**config.mk**
```make
export PLATFORM = sky130hd
export DESIGN_NAME = i2c_accel_responder
export DESIGN_NICKNAME = d
export VERILOG_FILES = /design/src/rtl/i2c_accel_responder.sv
export SDC_FILE = /design/constraint.sdc
export NUM_CORES = 1
export LEC_CHECK = 0
export ABC_AREA = 1
export CAP_MARGIN = 20
export CORE_MARGIN = 2
export CORE_UTILIZATION = 30
export CTS_BUF_LIST = sky130_fd_sc_hd__clkbuf_4
export DETAILED_ROUTE_END_ITERATION = 8
export PLACE_DENSITY = 0.59
export SLEW_MARGIN = 20
export SYNTH_ARGS = -nofsm -noshare
export SYNTH_HDL_FRONTEND = slang
export SYNTH_SLANG_ARGS = --single-unit
```
**constraint.sdc**
```tcl
create_clock -name clk -period 5.7 [get_ports clk]
set_clock_uncertainty 0.2 [all_clocks]
set_input_delay 1.425 -clock clk [delete_from_list [all_inputs] [get_ports clk]]
set_output_delay 1.425 -clock clk [all_outputs]
set_load 0.03 [all_outputs]
```
**src/rtl/i2c_accel_responder.sv**
```systemverilog
// I2C target modelling the accelerometer G-sensor: address/pointer decode, config register writes,
// and auto-incrementing reads of DEVID, config and a coherent snapshot of the three axis samples.
module i2c_accel_responder #(
  parameter logic [6:0]  DEV_ADDR    = 7'h53,
  parameter logic [7:0]  DEVID_VAL   = 8'hE5,
  parameter int unsigned SYNC_STAGES = 2
) (
  input  logic        clk,
  input  logic        reset,
  input  logic        scl_in,
  input  logic        sda_in,
  output logic        sda_oe,
  input  logic [15:0] axis_x,
  input  logic [15:0] axis_y,
  input  logic [15:0] axis_z,
  output logic [7:0]  bw_rate,
  output logic [7:0]  power_ctl,
  output logic [7:0]  data_format,
  output logic        reg_wr_pulse,
  output logic        busy
);

  typedef enum logic [3:0] {
    S_IDLE, S_ADDR, S_ADDR_ACK, S_REG, S_REG_ACK,
    S_WDATA, S_WDATA_ACK, S_RDATA, S_RDATA_ACK
  } state_t;

  logic [SYNC_STAGES-1:0] r_scl_sync, r_sda_sync;
  logic                   r_scl_prev, r_sda_prev;
  logic                   w_scl, w_sda;
  logic                   w_scl_rise, w_scl_fall, w_sda_rise, w_sda_fall;
  logic                   w_start, w_stop;

  state_t      r_state;
  logic [3:0]  r_cnt;
  logic [7:0]  r_shift;
  logic [7:0]  r_ptr;
  logic        r_rw;
  logic [47:0] r_shadow;
  logic        r_sda_oe, r_busy, r_wr_pulse;
  logic [7:0]  r_bw_rate, r_power_ctl, r_data_format;
  logic [7:0]  w_rd_byte;
  logic        w_tx_bit;

  always_ff @(posedge clk) begin
    if (reset) begin
      r_scl_sync <= '1;
      r_sda_sync <= '1;
      r_scl_prev <= 1'b1;
      r_sda_prev <= 1'b1;
    end else begin
      r_scl_sync <= {r_scl_sync[SYNC_STAGES-2:0], scl_in};
      r_sda_sync <= {r_sda_sync[SYNC_STAGES-2:0], sda_in};
      r_scl_prev <= w_scl;
      r_sda_prev <= w_sda;
    end
  end

  assign w_scl      = r_scl_sync[SYNC_STAGES-1];
  assign w_sda      = r_sda_sync[SYNC_STAGES-1];
  assign w_scl_rise = w_scl & ~r_scl_prev;
  assign w_scl_fall = ~w_scl & r_scl_prev;
  assign w_sda_rise = w_sda & ~r_sda_prev;
  assign w_sda_fall = ~w_sda & r_sda_prev;
  // SCL must be high in both samples, so an SDA edge coincident with an SCL edge stays data
  assign w_start    = w_sda_fall & w_scl & r_scl_prev;
  assign w_stop     = w_sda_rise & w_scl & r_scl_prev;

  always_comb begin
    w_rd_byte = '0;
    case (r_ptr)
      8'h00:   w_rd_byte = DEVID_VAL;
      8'h2C:   w_rd_byte = r_bw_rate;
      8'h2D:   w_rd_byte = r_power_ctl;
      8'h31:   w_rd_byte = r_data_format;
      8'h32:   w_rd_byte = r_shadow[7:0];
      8'h33:   w_rd_byte = r_shadow[15:8];
      8'h34:   w_rd_byte = r_shadow[23:16];
      8'h35:   w_rd_byte = r_shadow[31:24];
      8'h36:   w_rd_byte = r_shadow[39:32];
      8'h37:   w_rd_byte = r_shadow[47:40];
      default: w_rd_byte = '0;
    endcase
  end

  assign w_tx_bit = w_rd_byte[3'd7 - r_cnt[2:0]];

  always_ff @(posedge clk) begin
    if (reset) begin
      r_state       <= S_IDLE;
      r_cnt         <= '0;
      r_shift       <= '0;
      r_ptr         <= '0;
      r_rw          <= 1'b0;
      r_shadow      <= '0;
      r_sda_oe      <= 1'b0;
      r_busy        <= 1'b0;
      r_wr_pulse    <= 1'b0;
      r_bw_rate     <= 8'h0A;
      r_power_ctl   <= '0;
      r_data_format <= '0;
    end else begin
      r_wr_pulse <= 1'b0;
      if (w_start) begin
        r_state  <= S_ADDR;
        r_cnt    <= '0;
        r_sda_oe <= 1'b0;
        r_busy   <= 1'b0;
      end else if (w_stop) begin
        r_state  <= S_IDLE;
        r_sda_oe <= 1'b0;
        r_busy   <= 1'b0;
      end else begin
        if (w_scl_rise) begin
          case (r_state)
            S_ADDR, S_REG, S_WDATA:
              if (r_cnt != 4'd8) begin
                r_shift <= {r_shift[6:0], w_sda};
                r_cnt   <= r_cnt + 4'd1;
              end
            S_RDATA:
              if (r_cnt != 4'd8) r_cnt <= r_cnt + 4'd1;
            S_RDATA_ACK:
              if (!w_sda) begin
                r_ptr   <= r_ptr + 8'd1;
                r_cnt   <= '0;
                r_state <= S_RDATA;
              end else begin
                r_state <= S_IDLE;
              end
            default: ;
          endcase
        end
        // ACK windows open on the fall after the 8th bit and close on the fall after the 9th
        if (w_scl_fall) begin
          case (r_state)
            S_ADDR:
              if (r_cnt == 4'd8) begin
                if (r_shift[7:1] == DEV_ADDR) begin
                  r_rw     <= r_shift[0];
                  r_sda_oe <= 1'b1;
                  r_busy   <= 1'b1;
                  r_state  <= S_ADDR_ACK;
                  if (r_shift[0]) r_shadow <= {axis_z, axis_y, axis_x};
                end else begin
                  r_state <= S_IDLE;
                end
              end
            S_ADDR_ACK: begin
              r_cnt <= '0;
              if (r_rw) begin
                r_sda_oe <= ~w_rd_byte[7];
                r_state  <= S_RDATA;
              end else begin
                r_sda_oe <= 1'b0;
                r_state  <= S_REG;
              end
            end
            S_REG:
              if (r_cnt == 4'd8) begin
                r_ptr    <= r_shift;
                r_sda_oe <= 1'b1;
                r_state  <= S_REG_ACK;
              end
            S_REG_ACK, S_WDATA_ACK: begin
              r_sda_oe <= 1'b0;
              r_cnt    <= '0;
              r_state  <= S_WDATA;
            end
            S_WDATA:
              if (r_cnt == 4'd8) begin
                case (r_ptr)
                  8'h2C:   r_bw_rate     <= r_shift;
                  8'h2D:   r_power_ctl   <= r_shift;
                  8'h31:   r_data_format <= r_shift;
                  default: ;
                endcase
                r_ptr      <= r_ptr + 8'd1;
                r_wr_pulse <= 1'b1;
                r_sda_oe   <= 1'b1;
                r_state    <= S_WDATA_ACK;
              end
            S_RDATA:
              if (r_cnt == 4'd8) begin
                r_sda_oe <= 1'b0;
                r_state  <= S_RDATA_ACK;
              end else begin
                r_sda_oe <= ~w_tx_bit;
              end
            default: ;
          endcase
        end
      end
    end
  end

  assign sda_oe       = r_sda_oe;
  assign busy         = r_busy;
  assign reg_wr_pulse = r_wr_pulse;
  assign bw_rate      = r_bw_rate;
  assign power_ctl    = r_power_ctl;
  assign data_format  = r_data_format;

endmodule

```
* Word-level counts from Yosys, hierarchy flattened
Cells that the tools add are included.
Widths: inputs -> output; s select.
** Operators by class
- $mul :: 0
- Shift operators :: 0
- Divide/modulo/power cells :: 0
- Magnitude comparators :: 1
- Add/subtract/negate cells :: 3
- Reductions and logical operators :: 19
- Muxes and demuxes :: 36
- Bitwise operators :: 18
- Eq/ne operators :: 23
** Operators with widths (number)
- $pmux 8 s10 :: 1
- $eq 8x6->1 const B :: 9
- $mux 4 :: 12
- $mux 8 :: 6
- $pmux 4 s6 :: 1
- $reduce_and 6->1 :: 4
- $eq 4x3->1 const B :: 4
- $pmux 8 s2 :: 1
- $not 1->1 :: 10
- $reduce_and 5->1 :: 2
- $mux 1 :: 9
- $reduce_or 3->1 :: 3
- $add 8x1->8 const B :: 1
- $and 1x1->1 :: 8
- $eq 4x2->1 const B :: 2
- $eq 4x4->1 const B :: 2
- $logic_not 8->1 :: 1
- $pmux 4 s2 :: 1
- $eq 7x7->1 const B :: 1
- $reduce_and 7->1 :: 1
- $mux 3 :: 2
- $reduce_or 2->1 :: 3
- $pmux 1 s5 :: 1
- $reduce_bool 5->1 :: 1
- 13 further kinds :: 14
** Word-level totals
- Word-level logic and storage cells :: 117
- Memory bits (read-only) :: 0
- Bits in latches :: 0
- Input bits :: 52
- RAM bits :: 0
- Output and inout port bits :: 27
- Memories kept :: 0
- Register bits :: 106

* Longest topological paths before layout
- Depth in word-level cells :: 8
- Mapped depth :: 15
- Gate-level depth less buffers :: 15

* Worst setup path after synthesis
OpenSTA, ideal clock, no wires.
- Kind :: input to register
- From :: input reset
- To :: register r_ptr[5]
- Library setup time :: 116 ps
- Data required time :: 5384 ps
- Setup slack :: 3129 ps
- Arrival time :: 2254 ps
- Buffers on the path :: 2
- Cell stages on the path :: 5
- Cells stage by stage :: clkbuf_1 > clkinv_1 > clkbuf_1 > o211ai_1 > inv_1
** RTL lines
- start, declared :: RTL line 9 : input logic reset,
- end signal, assigned :: RTL line 125 : r_ptr <= r_ptr + 8'd1;
- end signal, assigned :: RTL line 161 : r_ptr <= r_shift;
- end signal, assigned :: RTL line 178 : r_ptr <= r_ptr + 8'd1;
- end, declared :: RTL line 37 : logic [7:0] r_ptr;
No word-level cell between the ends.

* Worst setup path in the final report
- From :: register r_bw_rate[6], in the netlist bw_rate[6]
- To :: output bw_rate[6]
** RTL lines
- start, declared :: RTL line 41 : logic [7:0] r_bw_rate, r_power_ctl, r_data_format;
- start signal, assigned :: RTL line 173 : 8'h2C: r_bw_rate <= r_shift;
- end, declared :: RTL line 16 : output logic [7:0] bw_rate,
No word-level cell between the ends.

==> flow_summary.yaml <==
setup_path:
  worst_ep_arrival_time_ns: 1.69
  timing.critical_path.cells: "clkdlybuf4s50_1"
  worst_setup_path_start_kind: "flop"
  cpLargestDelayFamily: "buffers and inverters"
  slowest_library_cell_on_the_worst_path: "clkdlybuf4s50_1"
  crit_required_ns: 4.07
  crit_type: "reg -> out"
  cp.buffers_inverters: 1
  worstPathMaxFanout: 3
  endpoint_kind: "output pin"
  critPathMaxStageDelay_ns: 0.72
detailed_routing:
  route.detailed.vias_per_inst: 4.962
  routed_wire_per_std_cell_um: 15.56
  wl_um: 16450
  drt_iter0_drcs: 372
  first_pass_iters: 5
  detail_route.drc_violations: 0
  routed-via-count: 5245
  drt.antenna.violating_nets: 0
synthesis:
  synth_flop_cell: "dfxtp_1"
  cell_with_the_most_instances_after_synthesis: "nor2_1"
  synth_edf_count: 0
  synth_largest_type_area_fraction: 0.3992
  synthesis.instances: 763
  synth_seq_area_share: 0.3992
  synthDominantAreaCellType: "dfxtp_1"
  netlist-cell-type-count: 40
  synth-seq-cells: 106
  synth_area_um2: 5316
  postSynthNetCount: 821
  yosys_warnings: 0
  syn_area_per_cell_um2: 6.968
  post_synth_most_frequent_cells: "nor2_1 (155), dfxtp_1 (106), o21ai_0 (95)"
  asyncSetResetFlopFracSynth: 0
  cell_types_with_the_largest_area_share_after_synthesis: "dfxtp_1 (40%), nor2_1 (11%), o21ai_0 (8.9%)"
sta:
  setup-violations-final: 0
  slew_worst_pin_ns: 0.9421
  achievable-frequency_mhz: 301.2
  setup_total_negative_slack_ns: 0
  min_period_ns: 3.320
  relSlewSlack: 0.3710
  setup_repair_after_global_routing_missed_its_margin: "false"
  slew_viol_final: 0
  layout_worst_path_cycle_share: 0.5824
  final-hold-violation-count: 0
global_route:
  global_route.overflow_total: 0
  antenna_found_initial: 1
  first_global_vias: 5001
  grt_usage: 0.1824
  grt_max_degree: 55
  global_route_wire_length_before_repair_um: 26480
clocking:
  clk_latency_ns: 0.51
  clock_tree.root_cell: "clkbuf_4"
  clock_sink_count: 106
  path_clk_slew_ns: 0.16
  clock_tree.htree_level_count: 3
  cts_buffers: 9
  cts_tree: "yes"
  clockBufferDepth: 2
  number_of_resized_instances_in_the_post_cts_repair_step: 0
  cts_hold_repair.buffers: 0
  post-cts-setup-buffer-count: 0
floorplan:
  rows: 48
  top_level_ports: 79
  initial_core_util: 0.3074
  core_area_um2: 17300
  area_of_the_die_um2: 18800
  die_h_um: 137.1
  die-width_um: 137.1
placed_design:
  post-dp-hpwl_um: 12180
  gpl.final_weighted_congestion: 0.8901
  port-buffer-count: 78
run:
  max_cap_viol_count: 0
pwr:
  cellPowerDensity_nw_per_um2: 189.2
  leakage_nw: 2.601
  worst_ir_drop_vdd_uv: 97.51
layout:
  area_delta_synth_final_pct: 19.58
  layout.nets: 884
  drive_gt1_frac: 0.07702
  postLayoutCoreUtil: 0.3675
  nFillCells: 1868
worst_hold_path:
  type_of_the_most_critical_hold_path: "reg -> reg"
outcome:
  status: "completed"
[kinds of logic after synthesis]
logic type,share of synthesized area
fa+ha+maj,0.01412
simple gates,0.3245
xor+xnor,0.008239
flops,0.3992
compound gates,0.1749
buf+inv,0.07908
[through the flow]
| stage | hold WS, ns | area [µm²] | power, W | cells | setup WS [ns] |
|---|---|---|---|---|---|
| 6_report | 0.2245 | 6357 | 0.001203 | 1057 | 2.380 |
| 5_1_grt | 0.2450 | 6357 | 0.001251 | 1057 | 2.336 |
| 4_1_cts | 0.2272 | 6355 | 0.001217 | 1056 | 2.330 |
| 3_5_place_dp | 0.1933 | 6251 | 0.0008706 | 1040 | 2.512 |
| 3_3_place_gp | 0.1922 | 6251 | 0.0008721 | 1040 | 2.535 |
| 2_1_floorplan | 0.1895 | 5316 | 0.0008164 | 763 | 3.129 |
[worst paths after layout]
path	startpoint	to	slack, ns	depth (start not counted)
setup / recovery	bw_rate[6]$_SDFFE_PP0P_	bw_rate[6]	2.38	1
hold / removal	r_scl_sync[0]$_SDFF_PP1_	r_scl_sync[1]$_SDFF_PP1_	0.22	1
setup reg to reg	r_cnt[0]$_SDFFE_PP0N_	r_shadow[43]$_SDFFE_PP0P_	2.94	11
hold reg to reg	r_scl_sync[0]$_SDFF_PP1_	r_scl_sync[1]$_SDFF_PP1_	0.22	1
[flip-flops by register name (all words and copies together) (netlist names)]
| register | count |
|---|---|
| r_shift | 8 |
| r_sda_prev | 1 |
| reg_wr_pulse | 1 |
| power_ctl | 8 |
| r_state | 4 |
| data_format | 8 |
| r_ptr | 8 |
| bw_rate | 8 |
| r_sda_sync | 2 |
| r_scl_prev | 1 |
| r_shadow | 48 |
| r_rw | 1 |
| busy | 1 |
| r_scl_sync | 2 |
| r_cnt | 4 |
| sda_oe | 1 |
[layout by cell type (no fill, tap or decap), drive strengths merged, types with 2 or more instances in the layout]
| cell type | netlist | routed |
|---|---|---|
| nand3b | 6 | 6 |
| nor4 | 2 | 2 |
| clkbuf | 15 | 9 |
| ha | 6 | 6 |
| nand4 | 13 | 13 |
| xnor2 | 2 | 2 |
| nand3 | 80 | 80 |
| a31oi | 2 | 2 |
| nor3 | 11 | 11 |
| clkinv | 2 | 9 |
| o21ai | 97 | 97 |
| dfxtp | 106 | 106 |
| inv | 68 | 68 |
| o22ai | 4 | 4 |
| a211oi | 8 | 8 |
| o211ai | 6 | 6 |
| nor2 | 169 | 169 |
| or2 | 4 | 4 |
| buf | 15 | 4 |
| xor2 | 3 | 3 |
| clkdlybuf4s50 | 0 | 78 |
| a21oi | 45 | 45 |
| nand2 | 93 | 93 |
[report_power, final]
part | total [W] | leakage, nW | switching [W] | internal (W)
clock | 0.000347 | 0.0643 | 0.000262 | 0.0000849
sequential | 0.000752 | 0.855 | 0.00000524 | 0.000746
combinational | 0.000105 | 1.68 | 0.0000554 | 0.0000492
total | 0.00120 | 2.60 | 0.000323 | 0.000880
[layout make-up]
type	instances	area, µm²	share of cell area
multi-input combinational	557	2774	0.4363
antenna	1	2.502	0.0003936
tap	225	281.5	0.04428
clock inverter	7	36.28	0.005708
sequential	106	2122	0.3338
timing repair buffer	82	810.8	0.1275
clock buffer	9	67.56	0.01063
inverter	70	262.8	0.04133
[metal layers]
metal / vias up / share of wire / track usage
met5: - / 0 / 0
met4: 0 / 0.019 / 0.06415
met3: 21 / 0.064 / 0.03296
met2: 141 / 0.45 / 0.2899
met1: 2413 / 0.47 / 0.2472
li1: 2670 / - / -
(Power assumes the default switching activity.)
